==> src/rtl/fetch_queue_pkg.sv <==
// -----------------------------------------------------------------------------
// fetch_queue_pkg
// Shared types for the fetch/decode decoupling queue.
//   addr_t         : program-counter / target address
//   instr_t        : raw 32-bit instruction word
//   fetch_entry_t  : one buffered fetch result handed to decode
//   ENTRY_W        : flattened width of fetch_entry_t, used for port sizing
// -----------------------------------------------------------------------------
package fetch_queue_pkg;

  localparam int XLEN = 32;

  typedef logic [XLEN-1:0] addr_t;
  typedef logic [31:0]     instr_t;

  typedef struct packed {
    addr_t  pc;
    instr_t instr;
    logic   pred_taken;
    addr_t  pred_target;
    logic   fetch_exc;    // instruction access fault seen during fetch
  } fetch_entry_t;

  localparam int ENTRY_W = $bits(fetch_entry_t);

endpackage : fetch_queue_pkg

==> src/rtl/fetch_queue.sv <==
// -----------------------------------------------------------------------------
// fetch_queue
// Decoupling FIFO between instruction fetch and decode. Holds fetched words
// with their PC and branch prediction so that either side can stall without
// stalling the other. A flush squashes every buffered entry.
//
// Ports:
//   clk_i        clock
//   rst_i        asynchronous, active-high reset
//   flush_i      squash all entries (highest priority)
//   enq_valid_i  fetch presents an entry
//   enq_ready_o  queue can accept an entry (depends on occupancy only)
//   enq_entry_i  entry being presented (fetch_entry_t, flattened)
//   deq_valid_o  head entry valid for decode
//   deq_ready_i  decode consumes the head this cycle
//   deq_entry_o  head entry, read straight from storage
//   count_o      current occupancy
// -----------------------------------------------------------------------------
module fetch_queue
  import fetch_queue_pkg::*;
#(
  parameter  int DEPTH = 4,
  localparam int CNT_W = $clog2(DEPTH) + 1
) (
  input  logic               clk_i,
  input  logic               rst_i,
  input  logic               flush_i,
  input  logic               enq_valid_i,
  output logic               enq_ready_o,
  input  logic [ENTRY_W-1:0] enq_entry_i,
  output logic               deq_valid_o,
  input  logic               deq_ready_i,
  output logic [ENTRY_W-1:0] deq_entry_o,
  output logic [CNT_W-1:0]   count_o
);

  localparam int                PTR_W    = $clog2(DEPTH);
  localparam logic [CNT_W-1:0]  FULL_CNT = CNT_W'(DEPTH);

  fetch_entry_t     mem_q [DEPTH];
  logic [PTR_W-1:0] wr_ptr_q, wr_ptr_d;
  logic [PTR_W-1:0] rd_ptr_q, rd_ptr_d;
  logic [CNT_W-1:0] count_q,  count_d;
  logic             enq_fire;
  logic             deq_fire;

  // Ready/valid come only from the occupancy register, so there is no
  // combinational path from deq_ready_i back to fetch.
  assign enq_ready_o = (count_q < FULL_CNT);
  assign deq_valid_o = (count_q != '0);
  assign deq_entry_o = mem_q[rd_ptr_q];
  assign count_o     = count_q;

  // A flush discards whatever handshakes happen in the same cycle.
  assign enq_fire = enq_valid_i && enq_ready_o && !flush_i;
  assign deq_fire = deq_valid_o && deq_ready_i && !flush_i;

  always_comb begin
    // NOTE: every always_comb output gets a default first so no path
    // through the block leaves it unassigned and infers a latch.
    wr_ptr_d = wr_ptr_q;
    rd_ptr_d = rd_ptr_q;
    count_d  = count_q;
    if (flush_i) begin
      wr_ptr_d = '0;
      rd_ptr_d = '0;
      count_d  = '0;
    end else begin
      if (enq_fire) wr_ptr_d = wr_ptr_q + PTR_W'(1);   // wraps DEPTH-1 -> 0
      if (deq_fire) rd_ptr_d = rd_ptr_q + PTR_W'(1);
      case ({enq_fire, deq_fire})
        2'b10:   count_d = count_q + CNT_W'(1);
        2'b01:   count_d = count_q - CNT_W'(1);
        default: count_d = count_q;
      endcase
    end
  end

  // NOTE: sequential state uses non-blocking assignments so every register
  // samples pre-edge values regardless of statement order.
  always_ff @(posedge clk_i or posedge rst_i) begin
    if (rst_i) begin
      wr_ptr_q <= '0;
      rd_ptr_q <= '0;
      count_q  <= '0;
    end else begin
      wr_ptr_q <= wr_ptr_d;
      rd_ptr_q <= rd_ptr_d;
      count_q  <= count_d;
    end
  end

  // NOTE: storage is reset as well so deq_entry_o never shows X after
  // reset; this costs a reset on every storage flop, acceptable at this depth.
  always_ff @(posedge clk_i or posedge rst_i) begin
    if (rst_i) begin
      for (int i = 0; i < DEPTH; i++) mem_q[i] <= '0;
    end else if (enq_fire) begin
      mem_q[wr_ptr_q] <= enq_entry_i;
    end
  end

  a_count_bounded: assert property (@(posedge clk_i) disable iff (rst_i)
    count_q <= FULL_CNT);
  a_no_enq_full: assert property (@(posedge clk_i) disable iff (rst_i)
    enq_fire |-> (count_q != FULL_CNT));
  a_no_deq_empty: assert property (@(posedge clk_i) disable iff (rst_i)
    deq_fire |-> (count_q != '0));

endmodule : fetch_queue

==> config.mk <==
export PLATFORM = sky130hd
export DESIGN_NAME = fetch_queue
export DESIGN_NICKNAME = d
export VERILOG_FILES = /design/src/rtl/fetch_queue_pkg.sv /design/src/rtl/fetch_queue.sv
export SDC_FILE = /design/constraint.sdc
export NUM_CORES = 1
export LEC_CHECK = 0
export ABC_AREA = 0
export BUFFER_PORTS_ARGS = -buffer_cell sky130_fd_sc_hd__clkbuf_2
export CORE_UTILIZATION = 40
export CTS_CLUSTER_DIAMETER = 200
export DETAILED_ROUTE_END_ITERATION = 16
export GPL_ROUTABILITY_DRIVEN = 0
export PLACE_DENSITY_LB_ADDON = 0.2
export REMOVE_ABC_BUFFERS = 1
export SYNTH_ARGS = -nofsm -noshare
export SYNTH_HDL_FRONTEND = slang
export SYNTH_SLANG_ARGS = --single-unit
==> constraint.sdc <==
create_clock -name clk_i -period 20.1 [get_ports clk_i]
set_clock_uncertainty 0.1 [all_clocks]
set_input_delay 4.02 -clock clk_i [delete_from_list [all_inputs] [get_ports clk_i]]
set_output_delay 4.02 -clock clk_i [all_outputs]
set_load 0.1 [all_outputs]
-- Word level (Yosys, flattened, before mapping)
Index checks and enable logic that the tools add are counted.
- add/subtract/negate cells: 4
- $lt $le $gt $ge: 4
- equality and inequality tests: 2
- mux-type cells: 12
- bitwise logic cells: 2
- reductions and logical operators: 10
- operators by type and width (operator ; number):
    $bwmux W392 ; 1
    $mux W98 ; 3
    $bmux W98 S2 ; 1
    $demux W98 S2 ; 1
    $mux W2 ; 4
    $ge A3 B3 Y1 const B ; 2
    $not A2 Y3 ; 2
    $pmux W3 S2 ; 1
    $reduce_bool A3 Y1 ; 2
    $logic_and A1 B1 Y1 ; 5
    $add A2 B1 Y2 const B ; 2
    $reduce_bool A2 Y1 ; 2
    $add A3 B1 Y3 const B ; 1
    $lt A3 B1 Y1 const B ; 1
    $lt A3 B3 Y1 const B ; 1
    $mux W3 ; 1
    $sub A3 B1 Y3 const B ; 1
    $eq A2 B1 Y1 const B ; 1
    $eq A2 B2 Y1 const B ; 1
    $logic_not A1 Y1 ; 1
- register bits after elaboration: 399
- input bits: 103
- word-level logic and storage cells: 57

-- Longest topological paths before layout
- depth after elaboration: 6
- mapped depth: 9
- gate-level depth less buffers: 8

-- Worst setup path after synthesis
OpenSTA, ideal clock, no wires.
- kind: flip-flop to output port
- start point: register count_q[0] (netlist: count_o[0])
- end point: output port deq_valid_o
- arrival time: 2053 ps
- slack: 13927 ps
- cell stages (with the launch flop): 3
- buffers on the path: 1
- cell sequence: dfrtp_1 > clkbuf_1 > or3_1
- longest elaborated chain between the ends: 1
- ends and longest elaborated chain (what ; line ; text):
    start: declaration ; fetch_queue.sv:43 ; logic [CNT_W-1:0] count_q, count_d;
    start signal: assignment ; fetch_queue.sv:89 ; count_q <= count_d;
    $reduce_bool A3 Y1 ; fetch_queue.sv:50 ; assign deq_valid_o = (count_q != '0);
    end: declaration ; fetch_queue.sv:31 ; output logic deq_valid_o,
Every way passes these cells.

-- Worst setup path after layout
- start point: register rd_ptr_q[1]
- end point: output port deq_entry_o[5]
- longest elaborated chain between the ends: 4
- ends and longest elaborated chain (what ; line ; text):
    start: declaration ; fetch_queue.sv:42 ; logic [PTR_W-1:0] rd_ptr_q, rd_ptr_d;
    start signal: assignment ; fetch_queue.sv:88 ; rd_ptr_q <= rd_ptr_d;
    $not A2 Y3 (not written as such) ; fetch_queue.sv:51 ; assign deq_entry_o = mem_q[rd_ptr_q];
    $bmux W98 S2 ; fetch_queue.sv:51 ;
    $mux W98 (not written as such) (2 in a row) ; fetch_queue.sv:51 ;
    end: declaration ; fetch_queue.sv:33 ; output logic [ENTRY_W-1:0] deq_entry_o,
Every way passes these cells. The select of a mux whose other input is x is not followed.

==> results.md <==
* Status: completed
* CP required at between 15 and 20 ns
* Final count of hold timing violations at 0
* Fmax at 0.132 GHz
* Mapped Area at 17,700 um2
* Setup bufs post-CTS at 0
* Worst vdd ir at 0.0889 mV
* Residual DRC at 0
* Max Cap Viol at 0
* Flops & latches, synth at 399
* Netlist cell types at 31
* Clk buf depth at 3
* HPWL after detailed placement at about 22,000 um
* Min-Delay Path Class: register to register
* RSZ-0062 raised after global routing: no
* Slew margin rel. at between 20% and 30%
* Clock Latency Late Sink at 0.56 ns
* Post-synth top area share at 56.4%
* Sum of negative setup slack at 0 ns
* Area Growth Syn to Fin at 16.9%
* Post-cts sizing count at 0
* Gr ovfl total at 0
* Largest net degree at the start of global routing at 162
* Routed wl met2 at 18,100 um
* Syn Inst Count at 1,010
* Width of the die at 212 um
* Wire length per cell at 20.7 um
* Total GRT Usage at 17.4%
* Root Buffer Master: clkbuf_16
* Placed Area at 19,100 um2
* Initial DRT Pass Iterations at 4
* Met3 wire length at ~1900 um
* Initial Util at roughly two fifths
* Number of buffers created by CTS at 46
* Row count at 76
* CTS sink count at 399
* Hold slack at 0.399 ns
* CTS tree: done
* Max Used Layer: met5
* CP Capture Type: output port
* Share of cells above drive strength 1 at 63.8%
* Critical path class: register to output port
* Post-route ant nets at 0
* Number of H-tree levels at 2
* Worst EP arrival at around 3.5 ns
* Reg area at 9990 um2
* Final period util at 37.8%
* Initial antenna violation count at 2
* Worst slew pin tran at 1.09 ns
* Worst-path clk slew at 0.06 ns
* Critical path startpoint category: register
* I/O pin count at just over 200
* Finish-stage setup viols at 0
* Seq/Total Area, Yosys at 56.4%
* CTS Hold Bufs at 0
* Core box area at around 43,000 um2
* Via count at 9,541
* Starting DRT DRC Count at 452
* WL met1 at 17,000 um
* # nets final at 1,311
* Vias in the first global route at 10,533
* Pwr dens at approximately 160 nW/um2
* Die Ht at 212 um
* CP max FO at 51
* Max-slew violations at 0
* Post-synth top area cell: dfrtp_1
* Buffers on Ports at about 200
* Top cells by area, synth: dfrtp_1 (56%), mux2_2 (20%), mux4_2 (12%)
* First-pass GRT wire length at 60,900 um
* Avg Inst Size Synth at 17.5 um2
* Leakage at 9.21 nW
* Total wire length at 37,800 um
* Minimum clock period at 7.60 ns
* Fillers at 3,800
* Multi-input gate area at 7250 um2
* Synthesis Warnings at 0
* Vias/cell at 5.23
* Fin area at 20,700 um2
* Die area at 45,100 um2
==> synthesized netlist by cell type, drive strengths merged <==
master,number
dfrtp,399
and2,4
nand2b,2
o211ai,1
nor3b,1
o21ai,3
inv,4
buf,68
clkbuf,2
nor2,6
nand2,5
nor4,1
xnor2,2
a21oi,4
fa,1
a211oi,1
nand3,3
mux2,392
nor2b,1
nor3,2
xor2,4
a221oi,1
mux4,98
ha,4
or3,1
==> layout make-up <==
| type | count | share of cell area, % |
|---|---|---|
| multi-input combinational | 537 | 35.1 |
| clock buffer | 66 | 6.72 |
| antenna | 1 | 0.0121 |
| tap | 585 | 3.54 |
| clock inverter | 17 | 0.895 |
| inverter | 4 | 0.109 |
| timing repair buffer | 215 | 5.38 |
| sequential | 399 | 48.3 |
==> kinds of logic after synthesis <==
logic type	after synthesis	share of synthesized area, %
flip-flops	399	56.4
buffers and inverters	74	2.62
XOR/XNOR	6	0.297
adder cells (fa/ha/maj)	5	0.396
multiplexers	490	39.1
AND/OR/NAND/NOR	26	0.848
AO/OA/AOI/OAI	10	0.332
==> flip-flops by register name, indices dropped and copies added, names as in the netlist <==
register and count:
count_o 3, rd_ptr_q 2, mem_q 392, wr_ptr_q 2
==> worst paths after layout <==
| path | from | to | slack (ns) | cells past startpoint |
|---|---|---|---|---|
| max | rd_ptr_q[1] | deq_entry_o[5] | 12.50 | 3 |
| min | mem_q[347] | mem_q[347] | 0.40 | 1 |
| max in group asynchronous | rst_i | mem_q[347] | 14.08 | 4 |
| min in group asynchronous | rst_i | mem_q[224] | 3.44 | 2 |
| min reg2reg | mem_q[347] | mem_q[347] | 0.40 | 1 |
| max reg2reg | count_o[2] | mem_q[63] | 16.91 | 5 |
==> where the power goes <==
group | internal (mW) | switching, mW | leakage [nW] | total (mW)
clock network | 0.530 | 0.331 | 0.791 | 0.861
registers | 1.07 | 0.138 | 5.00 | 1.21
logic | 0.416 | 0.805 | 3.42 | 1.22
==> critical path: stages (launching register included) <==
cell	delay [ns]
dfrtp_4	1.02
buf_4	0.80
mux4_2	0.62
clkbuf_2	0.39
==> routing by layer <==
metal | GRT usage, % | vias to the layer above
li1 | - | 4152
met5 | 0 | -
met3 | 4.19 | 61
met2 | 28.3 | 166
met4 | 5.38 | 2
met1 | 23.0 | 5160
==> cells in the final DEF (no fill, tap or decap), types with 2 or more instances in the layout <==
cell / netlist / final
dfrtp_1: 399 / 397
mux2_2: 312 / 312
clkbuf_2: 0 / 205
mux4_2: 98 / 98
mux2_4: 80 / 80
clkbuf_16: 0 / 49
clkinv_2: 0 / 13
clkbuf_8: 0 / 10
buf_4: 1 / 9
clkbuf_1: 2 / 7
nand2_1: 5 / 5
nor2_1: 5 / 5
and2_4: 4 / 4
a21oi_1: 4 / 4
xor2_1: 4 / 4
ha_1: 4 / 4
bufinv_16: 0 / 4
inv_1: 4 / 3
o21ai_0: 3 / 3
nand3_1: 3 / 3
nor3_1: 2 / 2
xnor2_1: 2 / 2
dfrtp_4: 0 / 2
==> stage by stage <==
| stage | total power, mW | cells | setup slack [ns] | util, % |
|---|---|---|---|---|
| 6_report | 3.29 | 1824 | 12.50 | 47.7 |
| 5_1_grt | 3.45 | 1823 | 12.27 | 47.7 |
| 4_1_cts | 3.34 | 1823 | 12.37 | 47.7 |
| 3_5_place_dp | 2.46 | 1740 | 13.00 | 44.1 |
| 3_3_place_gp | 2.44 | 1740 | 13.02 | 44.1 |
| 2_1_floorplan | 2.29 | 940 | 4.88 | - |
Power figures use the tool's default switching activity.
